### config.mk
export PLATFORM = sky130hd
export DESIGN_NAME = stream_rr_arb
export DESIGN_NICKNAME = d
export VERILOG_FILES = /design/src/rtl/stream_rr_arb.sv
export SDC_FILE = /design/constraint.sdc
export NUM_CORES = 1
export LEC_CHECK = 0
export ABC_AREA = 1
export CAP_MARGIN = 30
export CELL_PAD_IN_SITES_DETAIL_PLACEMENT = 1
export CELL_PAD_IN_SITES_GLOBAL_PLACEMENT = 2
export CORE_MARGIN = 5
export CORE_UTILIZATION = 18
export DETAILED_ROUTE_END_ITERATION = 8
export PLACE_DENSITY = 0.93
export SYNTH_ARGS = -nofsm -noshare
export SYNTH_HDL_FRONTEND = slang
export SYNTH_SLANG_ARGS = --single-unit
### constraint.sdc
create_clock -name clk -period 5.5 [get_ports clk]
set_clock_uncertainty 0.05 [all_clocks]
set_input_delay 1.65 -clock clk [delete_from_list [all_inputs] [get_ports clk]]
set_output_delay 1.65 -clock clk [all_outputs]
set_load 0.01 [all_outputs]
### src/rtl/stream_rr_arb.sv
// Purpose : N-way round-robin arbiter feeding one registered valid/ready output stage.
// Latency : 1 cycle from an accepted input beat to o_vld; one beat per cycle under continuous i_rdy.
// Backpres: o_rdy is the grant qualified by (!o_vld | i_rdy); a stalled output freezes ptr, lock and output regs.
//
// Ports:
//   clk, arst_n            clock, asynchronous active-low reset
//   i_vld/i_dat/i_last     per-requester beat (N lanes, W-bit payload + end-of-packet)
//   o_rdy                  per-requester ready, at most one bit set
//   o_vld/o_dat/o_last     registered output beat
//   o_sel                  registered one-hot source of the output beat
//   i_rdy                  downstream ready
//
// Optional feature macro: STREAM_RR_ARB_PKT_LOCK_EN
//   defined   -> packet lock: once a multi-beat packet starts, its owner keeps the
//                channel until its last beat is accepted.
//   undefined -> every beat is an arbitration point; i_last is only forwarded.

// Generic one-hot AND-OR selector.
// Latency : combinational.
// Backpres: none; pure datapath.
module onehot_mux #(
  parameter int N = 4,
  parameter int W = 33
) (
  input  logic [N-1:0]        sel,
  input  logic [N-1:0][W-1:0] din,
  output logic [W-1:0]        dout
);

  always_comb begin
    dout = '0;
    for (int k = 0; k < N; k++) begin
      dout = dout | (din[k] & {W{sel[k]}});
    end
  end

endmodule

module stream_rr_arb #(
  parameter int N = 4,
  parameter int W = 32
) (
  input  logic                clk,
  input  logic                arst_n,
  input  logic [N-1:0]        i_vld,
  input  logic [N-1:0][W-1:0] i_dat,
  input  logic [N-1:0]        i_last,
  output logic [N-1:0]        o_rdy,
  output logic                o_vld,
  output logic [W-1:0]        o_dat,
  output logic                o_last,
  output logic [N-1:0]        o_sel,
  input  logic                i_rdy
);

  typedef struct packed {
    logic         last;
    logic [W-1:0] dat;
  } beat_t;

  logic [N-1:0]      ptr;
  logic [N-1:0]      gnt_rr;
  logic [N-1:0]      gnt;
  logic [N-1:0]      gnt_rot;
  logic [N-1:0][W:0] beat_in;
  beat_t             beat_sel;
  logic              can_acc;
  logic              accept;
  logic              found;
  int                idx;

  // The output register can take a new beat when empty or when its current
  // beat leaves this cycle; this is what gives back-to-back throughput.
  assign can_acc = !o_vld || i_rdy;

  // Round-robin search starting at the one-hot ptr position and wrapping.
  // ptr is always one-hot, so only one outer iteration contributes.
  always_comb begin
    gnt_rr = '0;
    found  = 1'b0;
    idx    = 0;
    for (int s = 0; s < N; s++) begin
      if (ptr[s]) begin
        for (int o = 0; o < N; o++) begin
          idx = s + o;
          if (idx >= N) idx = idx - N;
          if (!found && i_vld[idx]) begin
            gnt_rr[idx] = 1'b1;
            found       = 1'b1;
          end
        end
      end
    end
  end

`ifdef STREAM_RR_ARB_PKT_LOCK_EN
  typedef enum logic {
    IDLE,
    LOCKED
  } lock_state_t;

  lock_state_t  lock_state;
  logic [N-1:0] owner;

  // While a packet is in flight only its owner may transfer, even if it
  // momentarily drops valid; everyone else waits for the last beat.
  assign gnt = (lock_state == LOCKED) ? (owner & i_vld) : gnt_rr;
`else
  assign gnt = gnt_rr;
`endif

  // Gating with arst_n keeps every ready low while reset is held.
  assign o_rdy   = gnt & {N{can_acc}} & {N{arst_n}};
  assign accept  = |(i_vld & o_rdy);
  assign gnt_rot = {gnt[N-2:0], gnt[N-1]};

  always_comb begin
    beat_in = '0;
    for (int k = 0; k < N; k++) begin
      beat_in[k] = {i_last[k], i_dat[k]};
    end
  end

  onehot_mux #(
    .N (N),
    .W (W + 1)
  ) u_mux (
    .sel  (gnt),
    .din  (beat_in),
    .dout (beat_sel)
  );

  always_ff @(posedge clk or negedge arst_n) begin
    if (!arst_n) begin
      o_vld      <= 1'b0;
      o_dat      <= '0;
      o_last     <= 1'b0;
      o_sel      <= '0;
      ptr        <= {{(N-1){1'b0}}, 1'b1};
`ifdef STREAM_RR_ARB_PKT_LOCK_EN
      lock_state <= IDLE;
      owner      <= '0;
`endif
    end else begin
      // Output stage: a new beat overwrites a departing one with no bubble.
      if (accept) begin
        o_vld  <= 1'b1;
        o_dat  <= beat_sel.dat;
        o_last <= beat_sel.last;
        o_sel  <= gnt;
      end else if (i_rdy) begin
        o_vld  <= 1'b0;
      end

`ifdef STREAM_RR_ARB_PKT_LOCK_EN
      // ptr moves only at packet boundaries. In LOCKED, gnt equals owner on
      // an accept, so rotating gnt is rotating owner.
      if (accept) begin
        if (lock_state == IDLE) begin
          if (!beat_sel.last) begin
            lock_state <= LOCKED;
            owner      <= gnt;
          end else begin
            ptr        <= gnt_rot;
          end
        end else begin
          if (beat_sel.last) begin
            lock_state <= IDLE;
            ptr        <= gnt_rot;
          end
        end
      end
`else
      if (accept) begin
        ptr <= gnt_rot;
      end
`endif
    end
  end

endmodule

**Word-level counts from Yosys, hierarchy flattened**

Cells that the tools add are included.

- Flip-flop bits (word level): 42
- Bits of input ports: 139
- Output and inout port bits: 42
- Word-level logic and storage cells: 169

- Order comparisons: 12
- Muxes and demuxes: 96
- Bitwise operators: 16
- Reduce and logical (&&, ||, !) cells: 40

Operator list:

| operator | number |
|---|---|
| >= comparator 32 x 1 -> 1 bit, second input constant | 6 |
| less-than comparator 32 x 4 -> 1 bit, second input constant | 6 |
| 2-to-1 mux 32 bit | 6 |
| AND 33 bit | 4 |
| bitwise OR 33 bit | 3 |
| 2-to-1 mux 1 bit | 65 |
| 2-to-1 mux 4 bit | 13 |
| bitwise OR 4 bit | 6 |
| logical AND 1 bit | 21 |
| logical NOT 1 bit | 16 |
| AND 4 bit | 3 |
| binary-select mux 1 bit (select 2 bit) | 6 |
| demux 1 bit (select 2 bit) | 6 |
| OR reduction 4 bit | 1 |
| nonzero test 2 bit | 1 |
| logical OR 1 bit | 1 |

**Logic depth before layout (Yosys ltp)**

- Depth in word-level cells: 67
- Gate-level depth with buffers: 15

**Cells and area by module**

From an unflattened synthesis, not the netlist that was laid out.

- Cells, all modules: 571
- Area total of the unflattened synthesis: 3393.3 um^2

Modules (own cells, without submodules):

| module | instances | cells an instance | area an instance (um^2) | seq. area each (um^2) |
|---|---|---|---|---|
| stream_rr_arb | 1 | 258 | 2024.4 | 977.2 |
| onehot_mux | 1 | 313 | 1368.8 | 0.0 |

**Worst setup path after synthesis**

No wires, ideal clock.

- Kind: input to output
- Start point: in i_vld[0]
- End point: out o_rdy[1]
- Arrival: 2.645 ns
- Setup slack: 1.155 ns
- Stages on the path: 8
- Buffers on the path: 1
- Cell sequence: buf_4 > nor2_2 > nand3_2 > o31ai_2 > nand3_1 > nand4_1 > nand2_1 > inv_1

- Cells in the longest elaborated chain, start to end: 64
- Elaborated cells between the ends (all ways): 102
- Those cells by class: 64 x mux; 8 x bitwise; 30 x reduce/logical

RTL lines:

| element | RTL line | RTL |
|---|---|---|
| from (decl) | 45 | `input logic [N-1:0] i_vld,` |
| 2-to-1 mux 1 bit | 87 | `if (!found && i_vld[idx]) begin` |
| 2-to-1 mux 1 bit | 83 | `if (ptr[s]) begin` |
| logical NOT 1 bit | 87 |  |
| logical AND 1 bit | 87 |  |
| 2-to-1 mux 1 bit | 87 |  |
| 2-to-1 mux 1 bit | 83 |  |
| logical NOT 1 bit | 87 |  |
| logical AND 1 bit | 87 |  |
| [... 47 more ...] | - |  |
| logical AND 1 bit | 87 |  |
| 2-to-1 mux 1 bit | 87 |  |
| 2-to-1 mux 1 bit | 83 |  |
| logical NOT 1 bit | 87 |  |
| logical AND 1 bit | 87 |  |
| 2-to-1 mux 4 bit | 87 |  |
| 2-to-1 mux 4 bit (*) | 83 |  |
| AND 4 bit (*) (2 in a row) | 113 | `assign o_rdy = gnt & {N{can_acc}} & {N{arst_n}};` |
| to (decl) | 48 | `output logic [N-1:0] o_rdy,` |

Mark *: on every way between the ends. The rest lies on a longest branch, timed or not. The select of a mux whose other input is x is not followed.

**Final worst setup path**

- Start point: in i_vld[1]
- End point: out o_rdy[0]

- Cells in the longest elaborated chain, start to end: 61
- Elaborated cells between the ends (all ways): 94
- Those cells by class: 58 x mux; 7 x bitwise; 29 x reduce/logical

RTL lines:

| element | RTL line |
|---|---|
| logical AND 1 bit | 87 |
| 2-to-1 mux 1 bit | 87 |
| 2-to-1 mux 1 bit | 83 |
| logical NOT 1 bit | 87 |
| logical AND 1 bit | 87 |
| 2-to-1 mux 1 bit | 87 |
| 2-to-1 mux 1 bit | 83 |
| logical NOT 1 bit | 87 |
| [... 44 more ...] | - |
| logical AND 1 bit | 87 |
| 2-to-1 mux 1 bit | 87 |
| 2-to-1 mux 1 bit | 83 |
| logical NOT 1 bit | 87 |
| logical AND 1 bit | 87 |
| 2-to-1 mux 4 bit | 87 |
| 2-to-1 mux 4 bit (*) | 83 |
| AND 4 bit (*) (2 in a row) | 113 |

Marks and branches as above.

==> impl_metrics.csv <==
group,metric,value,unit
run_status,status,"finished clean",
yosys,syn_nets,610,
pwr,switching_share,0.440,
placement,hpwl,10200,µm
routing,wl_per_cell,15.7,µm
routing,vias_per_cell,4.26,
pwr,ir_drop,0.194,mV
setup_path,worstPathRequired,3800,ps
yosys,mappedNetlistArea,2840,µm²
finish,post-route-util,0.324,
clock_tree,cts_buffer_depth,2,
finish,antennaDiodeCount,0,
pwr,power.density,369,nW/µm²
yosys,postSynthAreaPerCell,6.02,µm²
clock_tree,insertion_delay,280,ps
floorplanning,initial_core_util,0.185,
sta,final.min_clock_period,5370,ps
setup_path,critPathArrivalTime,3670,ps
floorplanning,boundaryPins,181,
floorplanning,die_h,136,µm
clock_tree,clk_pin_slew,60,ps
yosys,ys_types,20,
placement,place_congestion,0.788,
routing,wl,13300,µm
sta,finalSetupTns,0,ps
global_routing,grt_pass1_vias,4001,
floorplanning,die_x,136,µm
yosys,yosys_warnings,0,
sta,worst_pin_slew,944,ps
pwr,leakage,2.38,nW
sta,setup_violations,0,
run,max-cap-violations,0,
global_routing,antenna_found_initial,1,
global_routing,grt.total_usage,0.145,
setup_path,crit_fanout,6,
sta,timing.fmax,186,MHz
sta,hold_viol,0,
routing,drc_errors,0,
clock_tree,cts_sinks,39,
pwr,p_seq_frac,0.258,
sta,finalCritPeriodShare,0.976,
setup_path,worst-setup-path-type,"in -> out",
pwr,p_clk_frac,0.152,
finish,syn_to_final_growth,75.1,%
clock_tree,cts_hold_buffers,0,
yosys,postSynthCellCount,471,
setup_path,critical_path.startpoint_type,"input port",
sta,whs,428,ps
floorplanning,dieArea,18400,µm²
floorplanning,fp-row-count,45,
global_routing,grt_pass1_wl,21300,µm
routing,vias,3629,
pwr,combPwrFrac,0.589,
sta,rsz0062_at_grt,"false",
routing,drt_iter0_markers,140,
finish,nets,778,
worst_hold_path,min-delay-path-class,"reg -> reg",
sta,relSlewSlack,0.369,
pwr,p_switching,0.807,mW
global_routing,grt_max_degree,40,
clock_tree,cts_made_buffers,5,
pwr,internal_power,1.03,mW
clock_tree,h-tree-depth,2,
sta,slew_violations,0,
setup_path,critPathCaptureType,"output pin",
floorplanning,core,15300,µm²
finish,drive_above_1_share,0.0531,
yosys,seq_area_frac_synth,0.345,
global_routing,grt_overflow,0,
yosys,synth_seq_cells,39,
placement,portBuffers,180,
clock_tree,cts-root-buf,"clkbuf_16",
clock_tree,cts_tree,"built",
routing,postRouteAntennaNets,0,
routing,firstDrtPassIters,4,
-- per-layer routing --
layer | part of all wire | track usage | wire length, µm | vias up
met5 | 0.00098 | 0 | 13 | -
met4 | 0.0086 | 0.0297 | 114 | 2
met3 | 0.064 | 0.0383 | 856 | 12
met2 | 0.48 | 0.255 | 6460 | 118
met1 | 0.44 | 0.177 | 5890 | 1698
li1 | - | - | - | 1799
-- cells in the mapped netlist --
| master | instances | area, µm² |
|---|---|---|
| nand3_1 | 108 | 541 |
| inv_2 | 4 | 15.0 |
| inv_1 | 45 | 169 |
| buf_6 | 1 | 11.3 |
| clkbuf_1 | 10 | 37.5 |
| buf_1 | 5 | 18.8 |
| buf_4 | 6 | 45.0 |
| nand3_2 | 1 | 10.0 |
| nor2_1 | 6 | 22.5 |
| nand2_1 | 224 | 841 |
| dfrtp_1 | 38 | 951 |
| nand4_2 | 2 | 25.0 |
| o31ai_2 | 1 | 12.5 |
| buf_2 | 9 | 45.0 |
| nor2_2 | 2 | 12.5 |
| o21ai_2 | 1 | 8.76 |
| nand4_1 | 5 | 31.3 |
| nor3_1 | 1 | 5.00 |
| nand3b_1 | 1 | 7.51 |
| dfstp_2 | 1 | 26.3 |
-- layout make-up --
cell class                 count  area (µm²)
clock buffer                   7         133
multi-input combinational    352        1520
clock inverter                 1        5.00
tap                          211         264
inverter                      49         184
sequential                    39         977
fill                        1946       10400
timing repair buffer         192        1880
-- final timing paths --
check | from | end | slack [ps] | cells past startpoint
setup / recovery | i_vld[1] | o_rdy[0] | 130 | 9
hold / removal | o_dat[15]$_DFFE_PN0P_ | o_dat[15]$_DFFE_PN0P_ | 430 | 2
setup reg to reg | ptr[0]$_DFFE_PN1P_ | o_dat[12]$_DFFE_PN0P_ | 3020 | 10
hold reg to reg | o_dat[15]$_DFFE_PN0P_ | o_dat[15]$_DFFE_PN0P_ | 430 | 2
max in group asynchronous | arst_n | o_dat[31]$_DFFE_PN0P_ | 3640 | 2
min in group asynchronous | arst_n | o_dat[18]$_DFFE_PN0P_ | 1400 | 2
-- power groups by stage --
stage / clock [mW] / combinational, mW / sequential (mW)
2_1_floorplan: 0 / 0.560 / 0.496
3_3_place_gp: 0 / 1.07 / 0.475
3_5_place_dp: 0 / 1.10 / 0.474
4_1_cts: 0.292 / 1.11 / 0.474
5_1_grt: 0.305 / 1.21 / 0.487
6_report: 0.279 / 1.08 / 0.474
-- state kept, by name, indices dropped and copies added, names as in the netlist --
| signal | count |
|---|---|
| o_dat | 32 |
| o_sel | 4 |
| o_vld | 1 |
| ptr | 1 |
| o_last | 1 |
-- cells in the final DEF (no fill, tap or decap), types with 4 or more instances in the layout --
master	synthesis	final
inv_1	45	45
dfrtp_1	38	38
clkbuf_16	0	5
inv_2	4	4
nand3_1	108	108
clkdlybuf4s50_1	0	177
nand4_1	5	5
buf_4	6	12
nor2_1	6	6
nand2_1	224	223
-- critical path: stages --
cell             delay (ps)
clkdlybuf4s50_1         510
nor2_2                  190
nand3_2                 130
o31ai_2                 120
nand3_1                 150
nand4_2                 110
nand3_1                 140
inv_1                   100
clkdlybuf4s50_1         550
-- through the flow --
| step | worst slack [ps] | area [µm²] | total power [mW] | instances |
|---|---|---|---|---|
| final | 134 | 4960 | 1.83 | 851 |
| after floorplan | 1150 | 2840 | 1.06 | 471 |
| after detailed placement | 149 | 4820 | 1.58 | 842 |
| after global placement | 257 | 4820 | 1.54 | 842 |
| after global routing | 23.2 | 4960 | 2.00 | 851 |
| after CTS | 150 | 4950 | 1.87 | 850 |
-- cells by family after synthesis --
| kind of cell | after synthesis | share of synthesized area |
|---|---|---|
| DFF | 39 | 0.345 |
| and+or+nand+nor | 350 | 0.527 |
| buffers and inverters | 80 | 0.120 |
| AOI/OAI and AO/OA | 2 | 0.00750 |
-- repair_timing --
item,in CTS,in global routing
gates resized for setup,0,1
setup buffers,0,1
setup endpoints to repair,0,1
Note: power is estimated with default switching activity, not from simulation.
